**config.mk**
```make
export PLATFORM = sky130hd
export DESIGN_NAME = vga_scan_ctrl
export DESIGN_NICKNAME = d
export VERILOG_FILES = /design/src/rtl/vga_timing_pkg.sv /design/src/rtl/vga_pipe_delay.sv /design/src/rtl/vga_scan_ctrl.sv
export SDC_FILE = /design/constraint.sdc
export NUM_CORES = 1
export LEC_CHECK = 0
export CAP_MARGIN = 20
export CORE_ASPECT_RATIO = 2
export CORE_MARGIN = 2
export CORE_UTILIZATION = 43
export DETAILED_ROUTE_END_ITERATION = 12
export HOLD_SLACK_MARGIN = 0.08
export PLACE_DENSITY_LB_ADDON = 0.05
export SETUP_SLACK_MARGIN = 0.4
export SLEW_MARGIN = 20
export SYNTH_ARGS = -nofsm -noshare
export SYNTH_HDL_FRONTEND = slang
export SYNTH_SLANG_ARGS = --single-unit
```
**constraint.sdc**
```tcl
create_clock -name i_clk -period 2.15 [get_ports i_clk]
set_input_delay 0.43 -clock i_clk [delete_from_list [all_inputs] [get_ports i_clk]]
set_output_delay 0.43 -clock i_clk [all_outputs]
set_load 0.1 [all_outputs]
```
**src/rtl/vga_timing_pkg.sv**
```systemverilog
// rtl/vga_timing_pkg.sv - 640x480@60 raster timing constants shared with the pixel layers
package vga_timing_pkg;
  localparam logic [9:0] H_VIS   = 10'd640;
  localparam logic [9:0] H_FP    = 10'd16;
  localparam logic [9:0] H_SYNC  = 10'd96;
  localparam logic [9:0] H_BP    = 10'd48;
  localparam logic [9:0] H_TOTAL = H_VIS + H_FP + H_SYNC + H_BP;

  localparam logic [9:0] V_VIS   = 10'd480;
  localparam logic [9:0] V_FP    = 10'd10;
  localparam logic [9:0] V_SYNC  = 10'd2;
  localparam logic [9:0] V_BP    = 10'd33;
  localparam logic [9:0] V_TOTAL = V_VIS + V_FP + V_SYNC + V_BP;

  // Sentinels sit above every visible index so no layer band compare can match in blanking
  localparam logic [8:0] ROW_BLANK = 9'd511;
  localparam logic [9:0] COL_BLANK = 10'd1023;

  typedef logic [11:0] rgb444_t;
endpackage

```
**src/rtl/vga_pipe_delay.sv**
```systemverilog
// rtl/vga_pipe_delay.sv - fixed-depth shift register with a reset value taken from a port
module vga_pipe_delay #(
  parameter int WIDTH = 3,
  parameter int DEPTH = 2
) (
  input  logic             i_clk,
  input  logic             i_rst_n,
  input  logic [WIDTH-1:0] i_rst_val,
  input  logic [WIDTH-1:0] i_data,
  output logic [WIDTH-1:0] o_data
);
  localparam int SW = WIDTH * DEPTH;

  if (DEPTH < 1) begin : g_bad_depth
    $error("vga_pipe_delay: DEPTH must be at least 1");
  end

  logic [SW-1:0] r_shift;

  // Newest sample enters at the bottom; the oldest falls off the top
  always_ff @(posedge i_clk or negedge i_rst_n) begin
    if (!i_rst_n) begin
      r_shift <= {DEPTH{i_rst_val}};
    end else begin
      r_shift <= SW'({r_shift, i_data});
    end
  end

  assign o_data = r_shift[SW-1 -: WIDTH];
endmodule

```
**src/rtl/vga_scan_ctrl.sv**
```systemverilog
// rtl/vga_scan_ctrl.sv - raster-scan master: counters, layer addresses, fresh strobe, aligned sync/rgb
module vga_scan_ctrl
  import vga_timing_pkg::*;
#(
  parameter int         PX_LAT = 1,
  parameter logic [9:0] HV     = H_VIS,
  parameter logic [9:0] HF     = H_FP,
  parameter logic [9:0] HS     = H_SYNC,
  parameter logic [9:0] HB     = H_BP,
  parameter logic [9:0] VV     = V_VIS,
  parameter logic [9:0] VF     = V_FP,
  parameter logic [9:0] VS     = V_SYNC,
  parameter logic [9:0] VB     = V_BP
) (
  input  logic        i_clk,
  input  logic        i_rst_n,
  input  logic        i_px_in,
  input  rgb444_t     i_fg_color,
  input  rgb444_t     i_bg_color,
  output logic [8:0]  o_row_addr,
  output logic [9:0]  o_col_addr,
  output logic        o_fresh,
  output logic        o_hsync,
  output logic        o_vsync,
  output rgb444_t     o_rgb,
  output logic [15:0] o_frame_cnt
);
  localparam logic [9:0] HT = HV + HF + HS + HB;
  localparam logic [9:0] VT = VV + VF + VS + VB;

  if (PX_LAT < 1 || PX_LAT > 4) begin : g_bad_lat
    $error("vga_scan_ctrl: PX_LAT must be 1..4");
  end

  logic [9:0]  r_h_cnt;
  logic [9:0]  r_v_cnt;
  logic [15:0] r_frame_cnt;
  logic [8:0]  r_row_addr;
  logic [9:0]  r_col_addr;
  logic        r_fresh;
  logic        r_hsync;
  logic        r_vsync;
  rgb444_t     r_rgb;

  logic        w_h_last;
  logic        w_v_last;
  logic        w_de;
  logic        w_hs_n;
  logic        w_vs_n;
  logic [2:0]  w_tim_d;

  assign w_h_last = (r_h_cnt == HT - 10'd1);
  assign w_v_last = (r_v_cnt == VT - 10'd1);
  assign w_de     = (r_h_cnt < HV) && (r_v_cnt < VV);
  assign w_hs_n   = !((r_h_cnt >= HV + HF) && (r_h_cnt < HV + HF + HS));
  assign w_vs_n   = !((r_v_cnt >= VV + VF) && (r_v_cnt < VV + VF + VS));

  always_ff @(posedge i_clk or negedge i_rst_n) begin
    if (!i_rst_n) begin
      r_h_cnt     <= '0;
      r_v_cnt     <= '0;
      r_frame_cnt <= '0;
    end else if (w_h_last) begin
      r_h_cnt <= '0;
      if (w_v_last) begin
        r_v_cnt     <= '0;
        r_frame_cnt <= r_frame_cnt + 16'd1;
      end else begin
        r_v_cnt <= r_v_cnt + 10'd1;
      end
    end else begin
      r_h_cnt <= r_h_cnt + 10'd1;
    end
  end

  // fresh spans the vertical front porch; layers step on its falling edge
  always_ff @(posedge i_clk or negedge i_rst_n) begin
    if (!i_rst_n) begin
      r_row_addr <= '0;
      r_col_addr <= '0;
      r_fresh    <= 1'b0;
    end else begin
      r_col_addr <= (r_h_cnt < HV) ? r_h_cnt : COL_BLANK;
      r_row_addr <= (r_v_cnt < VV) ? r_v_cnt[8:0] : ROW_BLANK;
      r_fresh    <= (r_v_cnt >= VV) && (r_v_cnt < VV + VF);
    end
  end

  // One stage covers the address register, PX_LAT more cover the layer latency
  vga_pipe_delay #(
    .WIDTH (3),
    .DEPTH (PX_LAT + 1)
  ) u_tim_dly (
    .i_clk     (i_clk),
    .i_rst_n   (i_rst_n),
    .i_rst_val (3'b011),
    .i_data    ({w_de, w_hs_n, w_vs_n}),
    .o_data    (w_tim_d)
  );

  always_ff @(posedge i_clk or negedge i_rst_n) begin
    if (!i_rst_n) begin
      r_rgb   <= '0;
      r_hsync <= 1'b1;
      r_vsync <= 1'b1;
    end else begin
      r_rgb   <= w_tim_d[2] ? (i_px_in ? i_fg_color : i_bg_color) : 12'h000;
      r_hsync <= w_tim_d[1];
      r_vsync <= w_tim_d[0];
    end
  end

  assign o_row_addr  = r_row_addr;
  assign o_col_addr  = r_col_addr;
  assign o_fresh     = r_fresh;
  assign o_hsync     = r_hsync;
  assign o_vsync     = r_vsync;
  assign o_rgb       = r_rgb;
  assign o_frame_cnt = r_frame_cnt;
endmodule

```
; ---- Word level (Yosys, flattened, before mapping)
; Cells that the tools add are included.
[totals]
ff_bits = 76
in_bits = 27
output_inout_bits = 50
elab_cells = 36
[classes]
n_addsub = 3
order_cmp = 8
n_eq_ne = 2
mux = 6
n_reduce_logical = 7
[op_table]
columns = op, n
row1 = $lt A10 B9 Y1 const B, 3
row2 = $mux W10, 3
row3 = $mux W12, 2
row4 = $add A10 B1 Y10 const B, 2
row5 = $eq A10 B10 Y1 const B, 2
row6 = $ge A10 B9 Y1 const B, 2
row7 = $lt A10 B10 Y1 const B, 2
row8 = $add A16 B1 Y16 const B, 1
row9 = $ge A10 B10 Y1 const B, 1
row10 = $mux W9, 1
row11 = $logic_and A1 B1 Y1, 4
row12 = $logic_not A1 Y1, 2
row13 = $reduce_and A2 Y1, 1

; ---- Longest topological paths before layout
[logic_depth]
depth_word = 3
mapped_depth = 7
depth_no_buf = 6

; ---- Least setup slack after synthesis
; Ideal clock, no wire load.
[synth_timing]
path_type = register to register
from = register r_frame_cnt[0], in the netlist o_frame_cnt[0]
to = register r_frame_cnt[10], in the netlist o_frame_cnt[10]
setup_time_ps = 159
t_arrival_ps = 2086
t_required_ps = 1991
setup_slack_ps = -95
path_stages_with_launch = 6
n_path_buf = 0
synth_period_minus_slack_ps = 2245
path_cell_list = dfrtp_1 > ha_1 > nand4_1 > nor4_1 > nand4_1 > xnor2_1
[synth_between]
elab_chain_len = 1
[synth_lines]
columns = element, line
row1 = "start, declared", vga_scan_ctrl.sv:37  ; logic [15:0] r_frame_cnt;
row2 = "start signal, assigned", vga_scan_ctrl.sv:67  ; r_frame_cnt <= r_frame_cnt + 16'd1;
row3 = $add A16 B1 Y16, vga_scan_ctrl.sv:67
; Every way passes these cells.
; A chain may end at the register's enable or synchronous reset.

; ---- Worst setup path in the final report
[layout_timing]
from = register r_h_cnt[5]
to = register r_v_cnt[5]
[layout_between]
elab_chain_len = 1
[layout_lines]
columns = element, line
row1 = "start, declared", vga_scan_ctrl.sv:35  ; logic [9:0] r_h_cnt;
row2 = "start signal, assigned", vga_scan_ctrl.sv:72  ; r_h_cnt <= r_h_cnt + 10'd1;
row3 = $eq A10 B10 Y1, vga_scan_ctrl.sv:52  ; assign w_h_last = (r_h_cnt == HT - 10'd1);
row4 = "end signal, assigned", vga_scan_ctrl.sv:69  ; r_v_cnt <= r_v_cnt + 10'd1;
row5 = "end, declared", vga_scan_ctrl.sv:36  ; logic [9:0] r_v_cnt;
; Every way passes these cells.

==> reports/qor.yml <==
outcome: "finished clean"
clk_pin_slew_ns: 0.05
grt-ovfl-total: 0
yosys_warnings: 0
crit_type: "reg -> reg"
grt_pass1_vias: 2506
cp.arrival_ns: 2.03
finalHoldViolCount: 0
synthDistinctLibCells: 45
viasPerCell: 5.16
area_delta_synth_final_pct: 45.4
portBuffers: 76
total_power_mw: 3.31
num_antenna_cells: 0
place_inst: 442
rows: 44
required_ns: 2.36
clock-sinks: 76
hold_end: "u_tim_dly.r_shift[5]"
nets: 415
avgSynthCellArea_um2: 11.9
final_common_cell: "buf_4"
start_kind: "register"
power_density_nw_per_um2: 703
syn_nets: 305
clk_latency_ns: 0.33
grt_max_degree: 54
hold_path_class: "reg -> reg"
min_path_cells: 0
clock_skew_ns: 0.00517
r2r_start: "r_h_cnt[5]"
setup_viol: 0
rrSetupSlack_ns: 0.33
avgRoutedWirePerCell_um: 15.6
fp.dieW_um: 65.4
htreeDepth: 3
yosysTopAreaCell: "dfrtp_1"
tightest_slew_ns: 0.541
drt_first_pass_iters: 4
cap_violations: 0
ff2ff_path_depth: 5
gp_congestion: 0.783
r2r-end: "r_v_cnt[5]"
min_from: "u_tim_dly.r_shift[2]"
vias: 2479
cts_root_buf: "clkbuf_16"
final_cell_mix: "buf_4, dfrtp_1, clkdlybuf4s50_1"
grt_pass1_wl_mm: 12.0
numCtsBuffers: 9
setup_tns_ns: 0
cts.path.max_buffers: 2
synthCells: 273
initial_core_util_pct: 44.6
max-vdd-ir-drop_mv: 0.425
tritoncts: "done"
grt_antenna_before_repair: 0
final_cells: 480
slew_viol_final: 0
crit_path_end_kind: "register"
rsz0062_at_grt: "yes"
netlist.area_leader.share_pct: 54.1
ios: 77
p_leak_nw: 2.26
syn_area_um2: 3240
yosysSeqAreaShare_pct: 58.9
core_area_um2: 7270
drtIter0Drc: 126
drc: 0
drive_gt1_share_pct: 40.7
cp_max_fo: 7
die_height_um: 127
fmax_ghz: 0.550
drt_wl_total_mm: 7.47
die-area_um2: 8290
final_antenna_net_count: 0
finalCritPeriodShare_pct: 84.6
yosys-top-cells-area: "dfrtp_1, dfstp_2, xor2_1, mux2i_1, nand3_1"
relSlewSlack_pct: 63.7
post-route-min-period_ns: 1.82
hpwl_mm: 5.10
grtUsageTotal_pct: 19.0
ys_seq_elements: 76
[flip-flops by register name, indices dropped and copies added, names as in the netlist]
| name | count |
|---|---|
| o_frame_cnt | 16 |
| o_rgb | 12 |
| o_col_addr | 10 |
| r_h_cnt | 10 |
| r_v_cnt | 10 |
| o_row_addr | 9 |
| u_tim_dly.r_shift | 6 |
| o_fresh | 1 |
| o_hsync | 1 |
| o_vsync | 1 |
[logic make-up after synthesis]
family,count (synthesis),share of synthesized area (%)
fa+ha+maj,5,1.93
flops,76,58.9
compound gates,20,3.59
simple gates,115,21.4
buf+inv,20,3.55
mux,14,4.40
xor+xnor,23,6.22
[stage by stage]
step | instance area (µm²) | util (%) | hold slack, ns | worst slack, ns
after detailed placement | 4100 | 56.4 | 0.338 | 0.109
after floorplan | 3330 | - | 0.134 | 0.351
after global placement | 4100 | 56.4 | 0.335 | 0.173
after global routing | 4710 | 64.8 | 0.350 | 0.277
after CTS | 4600 | 63.3 | 0.350 | 0.358
final | 4710 | 64.8 | 0.348 | 0.332
[worst max-delay path: stages, from the launching register on]
cell,delay [ns]
dfrtp_2,0.42
nand4bb_4,0.25
or3_4,0.40
buf_8,0.15
or3_4,0.34
xnor2_1,0.13
[worst max-delay path by stage]
stage	to	start	cells after the start
final	r_v_cnt[5]	r_h_cnt[5]	5
after global routing	r_v_cnt[5]	r_h_cnt[5]	5
after CTS	r_v_cnt[5]	r_h_cnt[1]	6
after detailed placement	o_frame_cnt[1]	r_h_cnt[0]	5
after global placement	o_frame_cnt[1]	r_h_cnt[0]	5
after floorplan	o_frame_cnt[15]	r_h_cnt[0]	6
[synth_stat cells, drive strengths merged]
master and number:
nand2b 6, nand3b 1, or4 2, o21ai 10
nand2 16, buf 5, nand3 17, nand4b 1
or4b 1, or3 7, nor2b 13, nand4 8
nor2 11, inv 8, mux2i 12, and2 4
a22o 3, nor4 5, dfrtp 70, and4 1
xor2 14, dfstp 6, nand4bb 2, o31ai 1
or2 4, ha 5, a21oi 5, a21o 1
clkbuf 7, and3 4, mux2 2, xnor2 9
nor3 12
[power by group]
| part | internal, mW | switching [mW] |
|---|---|---|
| registers | 1.45 | 0.00414 |
| logic | 0.0832 | 0.185 |
| clock network | 1.05 | 0.546 |
[layer usage]
metal	up-vias	track usage, %	wire length, µm
met1	1214	20.1	2680
met2	93	34.5	4160
met3	15	5.05	445
met4	0	8.21	180
li1	1157	-	-
met5	-	0	0
[timing repair]
action / in CTS / in global routing
hold buffers: 1 / 0
gates resized for setup: 18 / 15
hold endpoints to repair: 23 / 0
gates cloned: 1 / 0
setup buffers: 13 / 7
pin swaps: 7 / 11
setup endpoints to repair: 21 / 24
[area by class of cell]
| type | instances | area, µm² |
|---|---|---|
| tap | 92 | 115 |
| timing repair buffer | 110 | 916 |
| clock buffer | 12 | 246 |
| multi-input combinational | 178 | 1390 |
| sequential | 76 | 1940 |
| inverter | 8 | 30.0 |
| fill | 603 | 2560 |
| clock inverter | 4 | 72.6 |
Power figures use the tool's default switching activity.
